`src/rtl/spi_bus_initiator.sv`:
```
// SPI bus initiator: drives SS (active high), SCLK (idle low) and MOSI for one
// full-duplex DATA_SIZE-bit word per frame, MSB first. MOSI changes on SCLK fall,
// MISO is sampled on SCLK rise. Also serves as the drive path for self-injected frames.
module spi_bus_initiator #(
    parameter int unsigned DATA_SIZE = 8,
    parameter int unsigned CLK_DIV   = 4,
    parameter int unsigned SS_SETUP  = 2,
    parameter int unsigned SS_HOLD   = 2
) (
    input  logic                 sys_clk,
    input  logic                 rst_n,
    input  logic                 start,
    input  logic [DATA_SIZE-1:0] tx_data,
    output logic [DATA_SIZE-1:0] rx_data,
    output logic                 busy,
    output logic                 done_sig,
    output logic                 sclk_out,
    output logic                 ss_out,
    output logic                 mosi_out,
    input  logic                 miso_in
);

    localparam int unsigned MaxA   = (CLK_DIV > SS_SETUP) ? CLK_DIV : SS_SETUP;
    localparam int unsigned MaxDiv = (MaxA > SS_HOLD) ? MaxA : SS_HOLD;
    localparam int unsigned CntW   = (MaxDiv > 1) ? $clog2(MaxDiv) : 1;
    localparam int unsigned BitW   = $clog2(DATA_SIZE);

    localparam logic [CntW-1:0] DivLast   = CntW'(CLK_DIV - 1);
    localparam logic [CntW-1:0] SetupLast = CntW'(SS_SETUP - 1);
    localparam logic [CntW-1:0] HoldLast  = CntW'(SS_HOLD - 1);
    localparam logic [BitW-1:0] BitLast   = BitW'(DATA_SIZE - 1);

    typedef enum logic [2:0] {StIdle, StLoad, StSetup, StHigh, StLow, StHold} state_t;

    state_t                 state;
    logic [CntW-1:0]        div_cnt;
    logic [BitW-1:0]        bit_cnt;
    logic [DATA_SIZE-1:0]   tx_sh;
    logic [DATA_SIZE-1:0]   rx_sh;

    // Frame sequencer; every bus output is registered here.
    always_ff @(posedge sys_clk or negedge rst_n) begin
        if (!rst_n) begin
            state    <= StIdle;
            div_cnt  <= '0;
            bit_cnt  <= '0;
            tx_sh    <= '0;
            rx_sh    <= '0;
            rx_data  <= '0;
            busy     <= 1'b0;
            done_sig <= 1'b0;
            sclk_out <= 1'b0;
            ss_out   <= 1'b0;
            mosi_out <= 1'b0;
        end else begin
            done_sig <= 1'b0;
            case (state)
                StIdle: begin
                    if (start) begin
                        tx_sh <= tx_data;
                        state <= StLoad;
                    end
                end
                // Assert SS one cycle after acceptance with the MSB already on MOSI.
                StLoad: begin
                    ss_out   <= 1'b1;
                    mosi_out <= tx_sh[DATA_SIZE-1];
                    busy     <= 1'b1;
                    bit_cnt  <= '0;
                    div_cnt  <= '0;
                    rx_sh    <= '0;
                    state    <= StSetup;
                end
                StSetup: begin
                    if (div_cnt == SetupLast) begin
                        div_cnt  <= '0;
                        sclk_out <= 1'b1;
                        rx_sh    <= {rx_sh[DATA_SIZE-2:0], miso_in};
                        state    <= StHigh;
                    end else begin
                        div_cnt <= div_cnt + 1'b1;
                    end
                end
                StHigh: begin
                    if (div_cnt == DivLast) begin
                        div_cnt  <= '0;
                        sclk_out <= 1'b0;
                        if (bit_cnt == BitLast) begin
                            // MOSI keeps the last bit until SS drops.
                            state <= StHold;
                        end else begin
                            tx_sh    <= {tx_sh[DATA_SIZE-2:0], 1'b0};
                            mosi_out <= tx_sh[DATA_SIZE-2];
                            state    <= StLow;
                        end
                    end else begin
                        div_cnt <= div_cnt + 1'b1;
                    end
                end
                StLow: begin
                    if (div_cnt == DivLast) begin
                        div_cnt  <= '0;
                        sclk_out <= 1'b1;
                        rx_sh    <= {rx_sh[DATA_SIZE-2:0], miso_in};
                        bit_cnt  <= bit_cnt + 1'b1;
                        state    <= StHigh;
                    end else begin
                        div_cnt <= div_cnt + 1'b1;
                    end
                end
                StHold: begin
                    if (div_cnt == HoldLast) begin
                        div_cnt  <= '0;
                        ss_out   <= 1'b0;
                        mosi_out <= 1'b0;
                        busy     <= 1'b0;
                        rx_data  <= rx_sh;
                        done_sig <= 1'b1;
                        state    <= StIdle;
                    end else begin
                        div_cnt <= div_cnt + 1'b1;
                    end
                end
                default: state <= StIdle;
            endcase
        end
    end

endmodule

```
`config.mk`:
```
export PLATFORM = sky130hd
export DESIGN_NAME = spi_bus_initiator
export DESIGN_NICKNAME = d
export VERILOG_FILES = /design/src/rtl/spi_bus_initiator.sv
export SDC_FILE = /design/constraint.sdc
export NUM_CORES = 1
export LEC_CHECK = 0
export ABC_CLOCK_PERIOD_IN_PS = 3900
export CAP_MARGIN = 20
export CORE_ASPECT_RATIO = 0.6
export CORE_MARGIN = 2
export CORE_UTILIZATION = 45
export DETAILED_ROUTE_END_ITERATION = 10
export PLACE_DENSITY = 0.68
export SYNTH_ARGS = -nofsm -noshare
export SYNTH_HDL_FRONTEND = slang
export SYNTH_SLANG_ARGS = --single-unit
```
`constraint.sdc`:
```
create_clock -name sys_clk -period 3.9 [get_ports sys_clk]
set_clock_uncertainty 0.1 [all_clocks]
set_input_delay 0.585 -clock sys_clk [delete_from_list [all_inputs] [get_ports sys_clk]]
set_output_delay 0.585 -clock sys_clk [all_outputs]
set_load 0.005 [all_outputs]
```
==> impl_metrics.env, run 1 <==
export IMPL_area_delta_synth_final_pct=19.9
export IMPL_ys_async_sr_fraction_pct=100
export IMPL_yosysTopAreaCell="dfrtp_1"
export IMPL_reg2reg_depth=4
export IMPL_cts_resized=0
export IMPL_synth_yosys_seq_area_share_pct=50.7
export IMPL_via_per_inst=5.52
export IMPL_ant_nets=0
export IMPL_rows=17
export IMPL_synth_top_cells_by_area="dfrtp_1 (51%), mux2_2 (5.7%), a22o_1 (5.4%), mux2i_1 (3.9%), ha_1 (3.5%)"
export IMPL_hold_end="rx_sh[7]"
export IMPL_p_leak_nw=0.980
export IMPL_cts_tree="done"
export IMPL_grtUsageTotal_pct=17.3
export IMPL_grt_use_met2_pct=25.0
export IMPL_clk_pin_slew_worst_paths_ps=70
export IMPL_portBuffers=24
export IMPL_fin_tns_setup_ps=0
export IMPL_rsz0062_at_grt="false"
export IMPL_power_density_nw_per_um2=341
export IMPL_dr_pass1_iters=4
export IMPL_n_antenna_cell=0
export IMPL_path_buf_inv=0
export IMPL_start_kind="register"
export IMPL_synthDistinctLibCells=38
export IMPL_synth_fp_nets=180
export IMPL_ff2ff_setup_slack_ps=1810
export IMPL_status="finished clean"
export IMPL_synth_flop_cell="dfrtp_1"
export IMPL_root_buffer="clkbuf_8"
export IMPL_synth_area_um2=1780
export IMPL_use_met1_pct=24.9
export IMPL_clock_sinks=36
export IMPL_grt_max_degree=37
export IMPL_max_freq_ghz=0.479
export IMPL_arrival_ps=2210
export IMPL_total_power_mw=0.728
export IMPL_drtIter0Drc=76
export IMPL_max_slew_margin_pct=49.3
export IMPL_worstPathMaxFanout=24
export IMPL_max_slew_worst_pin_slew_ps=761
export IMPL_via_count=1280
export IMPL_min_period_ps=2090
export IMPL_hp_class="reg2reg"
export IMPL_crit_required_ps=4020
export IMPL_cts_buffers=5
export IMPL_min_from="rx_sh[7]"
export IMPL_clk_latency_ps=280
export IMPL_crit_slowest_cell="dfrtp_1"
export IMPL_gp_congestion=0.775
export IMPL_cts_hold_buf=0
export IMPL_num_fill_cells=307
export IMPL_crit_path_end_kind="register"
export IMPL_die_area_um2=4490
export IMPL_drt_wl_total_mm=3.42
export IMPL_crit_path_cell_trace="nor2b_2, o2bb2ai_1, o21ai_1, a22o_1"
export IMPL_ioPinCount=25
export IMPL_period_share_pct=53.6
export IMPL_slowest_delay_ps=840
export IMPL_ys_ff_latch=36
export IMPL_max_cap_viol_count=0
export IMPL_h_tree_depth=2
export IMPL_syn_inst=163
export IMPL_yosys_area_top_type_share_pct=50.7
export IMPL_synth_area_per_cell_um2=10.9
export IMPL_final_common_cell="dfrtp_1"
export IMPL_drc=0
export IMPL_crit_family="compound AO/OA/AOI/OAI gates"
export IMPL_cts_max_path_buffers=2
export IMPL_ir_worst_vdd_mv=0.184
export IMPL_ys_warn_count=0
export IMPL_gr_usage_met3_pct=5.20
export IMPL_dp_hpwl_mm=2.34
export IMPL_layout_common_cells="dfrtp_1 (36), clkdlybuf4s50_1 (24), nand2_1 (11), a22o_1 (11), nor2_1 (10)"
export IMPL_post_cts_setup_buffers=0
export IMPL_grt_overflow_total=0
export IMPL_core_um2=3720
export IMPL_hold_path_depth=1
export IMPL_slew_violations=0
export IMPL_setup_violations=0
export IMPL_r2r_end="rx_sh[2]"
export IMPL_grt_antenna_before_repair=0
export IMPL_grt_pass1_wl_mm=5.91
export IMPL_wl_per_cell_um=14.7
export IMPL_final_nets=201
export IMPL_synth_edf_count=0
export IMPL_final_util_pct=57.3
export IMPL_grt_pass1_vias=1197
export IMPL_dieHeight_um=52.7
export IMPL_hold_violations=0
export IMPL_top_usage_layer="met2"
export IMPL_start_util_pct=47.8
export IMPL_layout_drive_gt1_share_pct=14.1
export IMPL_die_width_um=85.2
export IMPL_r2r_start="state[2]"
export IMPL_path_class="reg2reg"
==> metal layers <==
layer	wire length, um	vias to the layer above
li1	-	632
met1	1680	609
met2	1530	37
met3	190	2
met4	22	0
met5	0	-
==> how the worst max path moves through the flow <==
| stage | start | end | cells past startpoint | slack [ps] |
|---|---|---|---|---|
| 2_1_floorplan | div_cnt[1] | div_cnt[0] | 7 | 2270 |
| 3_3_place_gp | start | tx_sh[7] | 5 | 1680 |
| 3_5_place_dp | start | tx_sh[4] | 5 | 1610 |
| 4_1_cts | state[2] | rx_sh[6] | 4 | 1820 |
| 5_1_grt | state[2] | rx_sh[2] | 4 | 1590 |
| 6_report | state[2] | rx_sh[2] | 4 | 1810 |
==> through the flow <==
step | hold WS (ps) | area [um2] | worst slack (ps) | std cells
after floorplan | 189 | 1780 | 2270 | 163
after global placement | 387 | 2020 | 1680 | 224
after detailed placement | 394 | 2020 | 1610 | 224
after CTS | 412 | 2130 | 1820 | 232
after global routing | 436 | 2130 | 1590 | 232
final | 411 | 2130 | 1810 | 232
==> registers in the layout, indices dropped and copies added (netlist names) <==
| signal | flops |
|---|---|
| bit_cnt | 3 |
| div_cnt | 2 |
| done_sig | 1 |
| mosi_out | 1 |
| rx_data | 8 |
| rx_sh | 8 |
| sclk_out | 1 |
| ss_out | 1 |
| state | 3 |
| tx_sh | 8 |
==> cell type report <==
cell class              count  area [um2]  area share, %
multi-input cells         109         787           36.9
flip-flops and latches     36         901           42.3
clock buffers               5        68.8           3.23
repair buffers             25         248           11.6
clock inverters             3        42.5           2.00
inverters                   7        26.3           1.23
well taps                  47        58.8           2.76
==> Yosys cell counts, drive strengths merged, types with 2 or more instances <==
| master | n |
|---|---|
| a21oi | 11 |
| a22o | 11 |
| a31oi | 4 |
| a32o | 2 |
| buf | 10 |
| dfrtp | 36 |
| ha | 5 |
| inv | 7 |
| mux2 | 9 |
| mux2i | 7 |
| nand2 | 11 |
| nand2b | 5 |
| nand3 | 5 |
| nor2 | 10 |
| nor2b | 3 |
| o211ai | 2 |
| o21ai | 10 |
| o22ai | 2 |
| or3b | 2 |
==> kinds of logic after synthesis <==
| kind of cell | synth area share [%] |
|---|---|
| AOI/OAI and AO/OA | 19.3 |
| and+or+nand+nor | 11.8 |
| DFF | 50.7 |
| buffers and inverters | 5.07 |
| muxes | 9.64 |
| adders and majority gates | 3.52 |
==> report_power, final <==
part	internal, mW	switching, mW	total [mW]	leakage [nW]
clock	0.189	0.134	0.323	0.0541
sequential	0.376	0.00271	0.379	0.464
combinational	0.0146	0.0110	0.0256	0.463
total	0.580	0.148	0.728	0.980
Note: power is estimated with default switching activity, not from simulation.
==> run 2: changes to the inputs <==
--- a/config.mk
+++ b/config.mk
@@ -5,7 +5,7 @@
 export SDC_FILE = /design/constraint.sdc
 export NUM_CORES = 1
 export LEC_CHECK = 0
-export ABC_CLOCK_PERIOD_IN_PS = 3900
+export ABC_CLOCK_PERIOD_IN_PS = 2009
 export CAP_MARGIN = 20
 export CORE_ASPECT_RATIO = 0.6
 export CORE_MARGIN = 2
==> constraint.sdc (replaced) <==
create_clock -name sys_clk -period 2.01 [get_ports sys_clk]
set_clock_uncertainty 0.1 [all_clocks]
set_input_delay 0.3015 -clock sys_clk [delete_from_list [all_inputs] [get_ports sys_clk]]
set_output_delay 0.3015 -clock sys_clk [all_outputs]
set_load 0.005 [all_outputs]
==> run 2 against run 1 <==
Against the previous run:
- sequential power rose by 94%
- routed wire length grew 7.3%
- global-route usage grew 0.31 points
- clock power increased by 93%
- fmax is 14% higher
- flip-flop and latch count stayed put
- combinational power up 95%
- critical path depth grew 1
- largest cell class unchanged
- highest routed layer unchanged
==> impl_metrics.env, run 2 (synthesis gave the netlist of run 1 again) <==
export IMPL_status="finished clean"
export IMPL_cts_tree="done"
export IMPL_h_tree_depth=2
export IMPL_max_freq_ghz=0.548
export IMPL_multi_input_area_um2=787
export IMPL_rsz0062_at_grt="false"
export IMPL_clk_pin_slew_worst_paths_ps=80
export IMPL_post_cts_setup_buffers=0
export IMPL_crit_required_ps=2130
export IMPL_slew_violations=0
export IMPL_p_leak_nw=1.03
export IMPL_dieHeight_um=52.7
export IMPL_max_slew_margin_pct=63.6
export IMPL_setup_violations=0
export IMPL_start_util_pct=47.8
export IMPL_cts_resized=0
export IMPL_drc=0
export IMPL_gp_congestion=0.827
export IMPL_ioPinCount=25
export IMPL_grt_pass1_vias=1295
export IMPL_area_delta_synth_final_pct=24.4
export IMPL_max_slew_worst_pin_slew_ps=543
export IMPL_grt_overflow_total=0
export IMPL_placed_area_um2=2100
export IMPL_drtIter0Drc=83
export IMPL_fin_tns_setup_ps=0
export IMPL_grt_antenna_before_repair=0
export IMPL_layout_drive_gt1_share_pct=18.0
export IMPL_hp_class="in2async"
export IMPL_root_buffer="clkbuf_8"
export IMPL_max_cap_viol_count=0
export IMPL_grt_max_degree=37
export IMPL_final_area_um2=2210
export IMPL_layout_common_cells="dfrtp_1 (36), clkdlybuf4s50_1 (24), nand2_1 (11), a22o_1 (11), nor2_1 (10)"
export IMPL_via_count=1316
export IMPL_cts_hold_buf=0
export IMPL_clock_sinks=36
export IMPL_arrival_ps=1940
export IMPL_dr_pass1_iters=7
export IMPL_path_class="reg2reg"
export IMPL_cts_max_path_buffers=2
export IMPL_hold_violations=0
export IMPL_final_common_cell="dfrtp_1"
export IMPL_power_density_nw_per_um2=638
export IMPL_wl_per_cell_um=15.2
export IMPL_largest_registers="rx_data: 8 flops, rx_sh: 8 flops, tx_sh: 8 flops"
export IMPL_n_antenna_cell=0
export IMPL_via_per_inst=5.46
export IMPL_r2r_start="div_cnt[1]"
export IMPL_ff_latch_area_um2=901
export IMPL_core_um2=3720
export IMPL_crit_path_start="div_cnt[1]"
export IMPL_grtUsageTotal_pct=17.6
export IMPL_num_fill_cells=291
export IMPL_cts_buffers=5
export IMPL_ant_nets=0
export IMPL_dp_hpwl_mm=2.66
export IMPL_drt_wl_total_mm=3.67
export IMPL_die_area_um2=4490
export IMPL_rows=17
export IMPL_min_period_ps=1830
export IMPL_clk_latency_ps=280
export IMPL_start_kind="register"
export IMPL_portBuffers=24
export IMPL_crit_path_end_kind="register"
export IMPL_worstPathMaxFanout=8
export IMPL_period_share_pct=90.8
export IMPL_grt_pass1_wl_mm=5.95
export IMPL_ir_worst_vdd_mv=0.420
export IMPL_final_nets=210
export IMPL_die_width_um=85.2
==> run 2: changes by cell type in the layout (fill, tap and decap cells not counted) <==
cell    delta
buf_4      +8
buf_12     +1
==> run 2: worst paths after layout <==
path,slack [ps],to,depth (start not counted)
setup / recovery,180,rx_sh[0],5
max in group asynchronous,1160,rx_data[7],2
setup reg to reg,180,rx_sh[0],5
hold / removal,330,tx_sh[5],2
min in group sys_clk,400,ss_out,2
hold reg to reg,400,ss_out,2
==> run 2: power breakdown <==
group	internal, mW	leakage (nW)	switching [mW]
Combinational	0.0283	0.510	0.0216
Clock	0.367	0.0541	0.259
Sequential	0.730	0.464	0.00527
Total	1.13	1.03	0.285
==> run 2: cell type report <==
class | instances | share of cell area (%)
clock buffer | 5 | 3.11
clock inverter | 3 | 1.92
inverter | 7 | 1.19
multi-input combinational | 109 | 35.6
sequential | 36 | 40.7
tap | 47 | 2.66
timing repair buffer | 34 | 14.8
==> run 2: metal layers <==
layer,track usage (%),wire (um),vias to the layer above
met4,5.56,32,0
met1,23.5,1780,643
met5,0,0,-
met3,6.61,166,2
li1,-,-,647
met2,26.7,1690,24
==> run 2: worst max-delay path, stage by stage (launching register included) <==
cell and delay, ps:
dfrtp_1 410, inv_1 80, ha_1 310, o2bb2ai_1 190
o21ai_1 450, a22o_1 230
==> run 2: per-stage QoR <==
stage / power, mW / setup WS [ps] / instances / util, % / hold WS (ps)
detailed placement: 0.801 / 92.3 / 233 / 56.4 / 398
finish: 1.41 / 184 / 241 / 59.4 / 326
floorplan: 0.760 / 378 / 163 / - / -94.1
CTS: 1.42 / 175 / 241 / 59.4 / 339
global placement: 0.798 / 158 / 233 / 56.4 / 386
global route: 1.47 / 45.4 / 241 / 59.4 / 379
